File: src/rtl/iir_seq_pkg.sv
// Shared types and constants for the time-multiplexed biquad cascade sequencer.
package iir_seq_pkg;

  typedef enum logic [2:0] {
    IDLE,
    MUL_S,
    MUL_A2,
    MUL_A3,
    MUL_B2,
    UPD,
    OUT
  } state_e;

  typedef enum logic [1:0] {
    SEL_S  = 2'd0,
    SEL_A2 = 2'd1,
    SEL_A3 = 2'd2,
    SEL_B2 = 2'd3
  } cfg_sel_e;

  localparam int COEF_S_DEF  = 1022;
  localparam int COEF_A2_DEF = -3528;
  localparam int COEF_A3_DEF = 1778;
  localparam int COEF_B2_DEF = -2824;
  localparam int FRAC_DEF    = 11;
  localparam int MAX_SEC     = 8;

  function automatic int def_coef(input cfg_sel_e sel);
    case (sel)
      SEL_A2:  return COEF_A2_DEF;
      SEL_A3:  return COEF_A3_DEF;
      SEL_B2:  return COEF_B2_DEF;
      default: return COEF_S_DEF;
    endcase
  endfunction

endpackage

File: src/rtl/iir_coef_bank.sv
// Per-section coefficient register file: one write port, combinational read by (sec, sel).
module iir_coef_bank
  import iir_seq_pkg::*;
#(
  parameter int NO_BITS = 32
) (
  input  logic                      CLK,
  input  logic                      reset,
  input  logic                      we,
  input  logic [2:0]                wsec,
  input  logic [1:0]                wsel,
  input  logic signed [NO_BITS-1:0] wdata,
  input  logic [2:0]                rsec,
  input  logic [1:0]                rsel,
  output logic signed [NO_BITS-1:0] rdata
);

  // Sized for the full 3-bit section index so every index is in range.
  logic signed [NO_BITS-1:0] coef [MAX_SEC][4];

  always_ff @(posedge CLK or negedge reset) begin
    if (!reset) begin
      for (int k = 0; k < MAX_SEC; k++) begin
        for (int j = 0; j < 4; j++) begin
          coef[k][j] <= NO_BITS'(def_coef(cfg_sel_e'(j)));
        end
      end
    end else if (we) begin
      coef[wsec][wsel] <= wdata;
    end
  end

  assign rdata = coef[rsec][rsel];

endmodule

File: src/rtl/iir_cascade_seq.sv
// Cascade of NUM_SEC biquad sections sharing one multiplier, one product per cycle.
// Define IIR_SAT_EN to clamp partial sums, w and y instead of wrapping.
module iir_cascade_seq
  import iir_seq_pkg::*;
#(
  parameter int NO_BITS = 32,
  parameter int NUM_SEC = 4,
  parameter int FRAC    = FRAC_DEF
) (
  input  logic                      CLK,
  input  logic                      reset,
  input  logic signed [NO_BITS-1:0] in,
  input  logic                      in_valid,
  output logic                      in_ready,
  output logic signed [NO_BITS-1:0] out,
  output logic                      out_valid,
  input  logic                      out_ready,
  input  logic                      cfg_we,
  input  logic [2:0]                cfg_sec,
  input  logic [1:0]                cfg_sel,
  input  logic signed [NO_BITS-1:0] cfg_data,
  output logic                      cfg_err,
  output logic                      busy
);

  localparam int         PW       = 2 * NO_BITS;
  localparam logic [2:0] LAST_SEC = 3'(NUM_SEC - 1);
  localparam logic [3:0] SEC_LIM  = 4'(NUM_SEC);

  state_e                    state;
  logic [2:0]                sec;
  logic signed [NO_BITS-1:0] d1 [MAX_SEC];
  logic signed [NO_BITS-1:0] d2 [MAX_SEC];
  logic signed [NO_BITS-1:0] x, acc, w_hold;
  logic signed [NO_BITS-1:0] opa, coef, base, y_upd;
  cfg_sel_e                  rsel;
  logic                      neg, cfg_ok, cfg_wr;
  logic signed [PW-1:0]      prod, term;
  logic signed [PW:0]        sum_w, upd_w;

`ifdef IIR_SAT_EN
  localparam logic signed [PW:0] SAT_HI = {{(PW-NO_BITS+2){1'b0}}, {(NO_BITS-1){1'b1}}};
  localparam logic signed [PW:0] SAT_LO = {{(PW-NO_BITS+2){1'b1}}, {(NO_BITS-1){1'b0}}};
`endif

  function automatic logic signed [NO_BITS-1:0] fit(input logic signed [PW:0] v);
`ifdef IIR_SAT_EN
    if (v > SAT_HI) return {1'b0, {(NO_BITS-1){1'b1}}};
    if (v < SAT_LO) return {1'b1, {(NO_BITS-1){1'b0}}};
`endif
    return v[NO_BITS-1:0];
  endfunction

  assign in_ready = (state == IDLE);
  assign busy     = (state != IDLE);
  assign cfg_ok   = ({1'b0, cfg_sec} < SEC_LIM);
  assign cfg_wr   = cfg_we && cfg_ok && (state == IDLE);

  iir_coef_bank #(.NO_BITS(NO_BITS)) u_bank (
    .CLK   (CLK),
    .reset (reset),
    .we    (cfg_wr),
    .wsec  (cfg_sec),
    .wsel  (cfg_sel),
    .wdata (cfg_data),
    .rsec  (sec),
    .rsel  (rsel),
    .rdata (coef)
  );

  // Operand and accumulate-direction select for the shared multiplier.
  always_comb begin
    opa  = x;
    rsel = SEL_S;
    neg  = 1'b0;
    case (state)
      MUL_A2: begin opa = d1[sec]; rsel = SEL_A2; neg = 1'b1; end
      MUL_A3: begin opa = d2[sec]; rsel = SEL_A3; neg = 1'b1; end
      MUL_B2: begin opa = d1[sec]; rsel = SEL_B2; end
      default: ;
    endcase
  end

  assign prod  = PW'(opa) * PW'(coef);
  assign term  = prod >>> FRAC;
  assign base  = (state == MUL_S) ? '0 : acc;
  assign sum_w = neg ? ((PW+1)'(base) - (PW+1)'(term)) : ((PW+1)'(base) + (PW+1)'(term));
  assign upd_w = (PW+1)'(acc) + (PW+1)'(d2[sec]);
  assign y_upd = fit(upd_w);

  // Control, delay state and output registers.
  always_ff @(posedge CLK or negedge reset) begin
    if (!reset) begin
      state     <= IDLE;
      sec       <= '0;
      out       <= '0;
      out_valid <= 1'b0;
      cfg_err   <= 1'b0;
      for (int k = 0; k < MAX_SEC; k++) begin
        d1[k] <= '0;
        d2[k] <= '0;
      end
    end else begin
      cfg_err <= cfg_we && ((state != IDLE) || !cfg_ok);
      case (state)
        IDLE: if (in_valid) begin
          state <= MUL_S;
          sec   <= '0;
        end
        MUL_S:  state <= MUL_A2;
        MUL_A2: state <= MUL_A3;
        MUL_A3: state <= MUL_B2;
        MUL_B2: state <= UPD;
        UPD: begin
          d2[sec] <= d1[sec];
          d1[sec] <= w_hold;
          if (sec == LAST_SEC) begin
            state     <= OUT;
            out       <= y_upd;
            out_valid <= 1'b1;
          end else begin
            state <= MUL_S;
            sec   <= sec + 3'd1;
          end
        end
        OUT: if (out_ready) begin
          state     <= IDLE;
          out_valid <= 1'b0;
        end
        default: state <= IDLE;
      endcase
    end
  end

  // Datapath registers carry no reset; they are always loaded before use.
  always_ff @(posedge CLK) begin
    if (state == IDLE && in_valid) x <= in;
    if (state == UPD) x <= y_upd;
    if (state == MUL_S || state == MUL_A2 || state == MUL_A3 || state == MUL_B2)
      acc <= fit(sum_w);
    if (state == MUL_B2) w_hold <= acc;
  end

endmodule

File: config.mk
export PLATFORM = sky130hd
export DESIGN_NAME = iir_cascade_seq
export DESIGN_NICKNAME = d
export VERILOG_FILES = /design/src/rtl/iir_seq_pkg.sv /design/src/rtl/iir_coef_bank.sv /design/src/rtl/iir_cascade_seq.sv
export SDC_FILE = /design/constraint.sdc
export NUM_CORES = 2
export LEC_CHECK = 0
export BUFFER_PORTS_ARGS = -buffer_cell sky130_fd_sc_hd__buf_2
export CAP_MARGIN = 20
export CORE_ASPECT_RATIO = 0.9
export CORE_MARGIN = 2
export CORE_UTILIZATION = 60
export DETAILED_ROUTE_END_ITERATION = 7
export PLACE_DENSITY = 0.76
export SYNTH_ARGS = -nofsm -noshare
export SYNTH_HDL_FRONTEND = slang
export SYNTH_SLANG_ARGS = --single-unit
File: constraint.sdc
create_clock -name CLK -period 29.5 [get_ports CLK]
set_input_delay 2.95 -clock CLK [delete_from_list [all_inputs] [get_ports CLK]]
set_output_delay 2.95 -clock CLK [all_outputs]
set_load 0.01 [all_outputs]
==> flow_summary.toml <==
[run_status]
run_status = "complete, no violations"

[clocking]
clkSinkCount = 1672
cts-root-to-sink-buffers = 3
clkTransAtPathRegs_ns = 0.06
post_cts_resize_count = 0
ctsRootBufferMaster = "sky130_fd_sc_hd__clkbuf_16"
cts_hold_buffers = 0
cts-htree-levels = 4
cts_tree = "yes"
number_of_buffers_created_by_cts = 169
post_cts_buffers = 0
clock_insertion_delay_worst_skew_ns = 0.86

[setup_path]
timing.critical_path.slowest_cell_delay_ns = 0.87
critical_path.most_common_cell = "sky130_fd_sc_hd__fa_1"
rr_worst_depth = 47
crit_family = "adder cells"
timing.critical_path.slowest_stage_cell = "sky130_fd_sc_hd__buf_4"
crit_buf_inv = 11
cp.required_ns = 30.00
highest_net_fanout_along_the_worst_path = 97
end_kind = "flop"
path_class = "flop to flop"
worst-endpoint-arrival_ns = 17.04
crit_path_start_kind = "flop"
cp.depth = 47

[cells_and_area]
layout_commonest_cell = "sky130_fd_sc_hd__dfrtp_1"
layout.cells.most_common_list = "sky130_fd_sc_hd__dfrtp_1, sky130_fd_sc_hd__mux2_2, sky130_fd_sc_hd__inv_1, sky130_fd_sc_hd__nor2_1, sky130_fd_sc_hd__fa_1"
fin_util_pct = 64.63
post_layout_inst_area_sq_um = 107200
area_growth_syn_to_layout_pct = 7.341
post_route_cells_drive_above_1_share_pct = 34.69
num-nets-final = 8661

[worst_hold_path]
hold_depth = 0
min-delay-path-class = "flop to flop"

[global_routing]
grtUsageMet3_pct = 5.769
groute.usage.overall_pct = 30.08
grt.met2_usage_pct = 46.24
antenna_found_initial = 10
gr-total-overflow = 0
grt_pass1_vias = 65818
largest_net_degree_at_the_start_of_global_routing = 195
grt_busiest_layer = "met2"
gr-usage-met1_pct = 42.54
grt_first_pass_wirelength_um = 389400

[synth]
synth.cell_area_sq_um = 99910
async_flop_share_pct = 94.26
edff_count_synth = 96
synth_warnings = 0
syn_area_per_cell_sq_um = 12.18
postSynthNetCount = 9220
synthesized_instance_count = 8201
synth-main-ff-cell = "sky130_fd_sc_hd__dfrtp_1"
synth_sequential_area_ratio_pct = 43.02
ys_ff_latch = 1672
yosysUniqueCellTypes = 81

[detailed_routing]
drt_pass1_iterations = 7
routed_wire_length_per_instance_um = 24.58
dr_total_vias = 61122
final_antenna_net_count = 0
post_drt_via_cell_ratio = 6.098
drcViolationCount = 0
initial_drc_count = 5340
wl_um = 246400

[floorplan]
core_area_sq_um = 165900
rows = 142
fp.dieArea_sq_um = 169800
dieHeight_um = 391.1
floorplan.die.width_um = 434.1
floorplan.initialDensity_pct = 60.21
design.portCount = 110

[sta]
layout_min_cycle_time_ns = 16.53
setup_viol = 0
maxSlewHeadroom_pct = 21.51
setup_slack_ns = 12.97
tightest_slew_ns = 1.145
final-hold-violation-count = 0
max_slew_violations = 0
setup_tns_ns = 0
worst_clock_skew_ns = 0.1079
final_min_period_over_clock_period_pct = 56.05
clock.fmax_mhz = 60.48
grt_setup_unrepaired = "no"

[placed_design]
place.gp.congestion = 1.002
io_buffer_count = 109
cell_area_reported_after_detailed_placement_sq_um = 101200
dp.final_hpwl_um = 159900
dpl_worst_slack_ns = 13.22

[flow_run]
timing.max_cap.violations = 0
cell families (layout without fill, tap and decap cells):
kind of cell	Yosys count	after routing	synth area share [%]
buf+inv	1793	1381	6.850
flops	1672	1672	43.02
simple gates	1598	1598	7.415
mux	1319	1319	19.73
fa+ha+maj	945	945	17.26
compound gates	710	710	4.275
xor+xnor	164	164	1.453
other cells	0	2	0
flip-flops by register name (all words and copies together) (netlist names):
signal	flops
acc	32
cfg_err	1
d1	256
d2	256
out	32
out_valid	1
sec	3
state	3
u_bank.coef	1024
w_hold	32
x	32
synth_stat cells, types with 63 or more instances:
master	instances	area, sq um
sky130_fd_sc_hd__mux4_2	439	9887
sky130_fd_sc_hd__dfrtp_1	1048	26230
sky130_fd_sc_hd__inv_1	803	3014
sky130_fd_sc_hd__fa_1	722	14450
sky130_fd_sc_hd__mux2i_1	71	710.7
sky130_fd_sc_hd__a21oi_1	267	1336
sky130_fd_sc_hd__or2_2	296	1852
sky130_fd_sc_hd__nand2_1	279	1047
sky130_fd_sc_hd__xnor2_1	113	989.7
sky130_fd_sc_hd__nand2b_1	65	406.6
sky130_fd_sc_hd__buf_1	63	236.5
sky130_fd_sc_hd__mux2_2	808	9099
sky130_fd_sc_hd__nor2_1	748	2808
sky130_fd_sc_hd__edfxtp_1	96	2883
sky130_fd_sc_hd__dfstp_2	528	13870
sky130_fd_sc_hd__clkbuf_1	864	3243
sky130_fd_sc_hd__o21ai_0	217	1086
sky130_fd_sc_hd__ha_1	223	2790
final timing paths:
kind | start | to | slack [ns]
worst max-delay path | sec[1]$_DFFE_PN0P_ | acc[31]$_DFFE_PP_ | 12.97
worst min-delay path | u_bank.coef[266]$_DFFE_PN1P_ | u_bank.coef[266]$_DFFE_PN1P_ | 0.36
worst max register to register | sec[1]$_DFFE_PN0P_ | acc[31]$_DFFE_PP_ | 12.97
worst min register to register | u_bank.coef[266]$_DFFE_PN1P_ | u_bank.coef[266]$_DFFE_PN1P_ | 0.36
max in group asynchronous | reset | d2[182]$_DFFE_PN0P_ | 23.26
min in group asynchronous | reset | u_bank.coef[308]$_DFFE_PN0P_ | 2.08
layout make-up:
type	count	area (sq um)
repair buffers	260	1809
multi-input cells	4736	50690
well taps	2232	2793
clock buffers	246	4922
flip-flops and latches	1672	43000
fillers	11696	58700
inverters	803	3014
diodes	2	5.005
clock inverters	72	1015
layer usage:
| layer | vias up | share of wire, % |
|---|---|---|
| met2 | 2640 | 46 |
| met5 | - | 0.030 |
| met4 | 12 | 4.7 |
| li1 | 25782 | - |
| met1 | 32123 | 41 |
| met3 | 565 | 8.0 |
metrics by stage:
stage / hold slack [ns] / instances
after floorplan: 0.4239 / 8201
after global placement: 0.3558 / 9696
after detailed placement: 0.3568 / 9696
after CTS: 0.3647 / 10014
after global routing: 0.3668 / 10022
final: 0.3634 / 10023
Power is left out: the tool's default activity adds up to more than one toggle a clock period on the data nets, which glitch-free logic cannot reach.
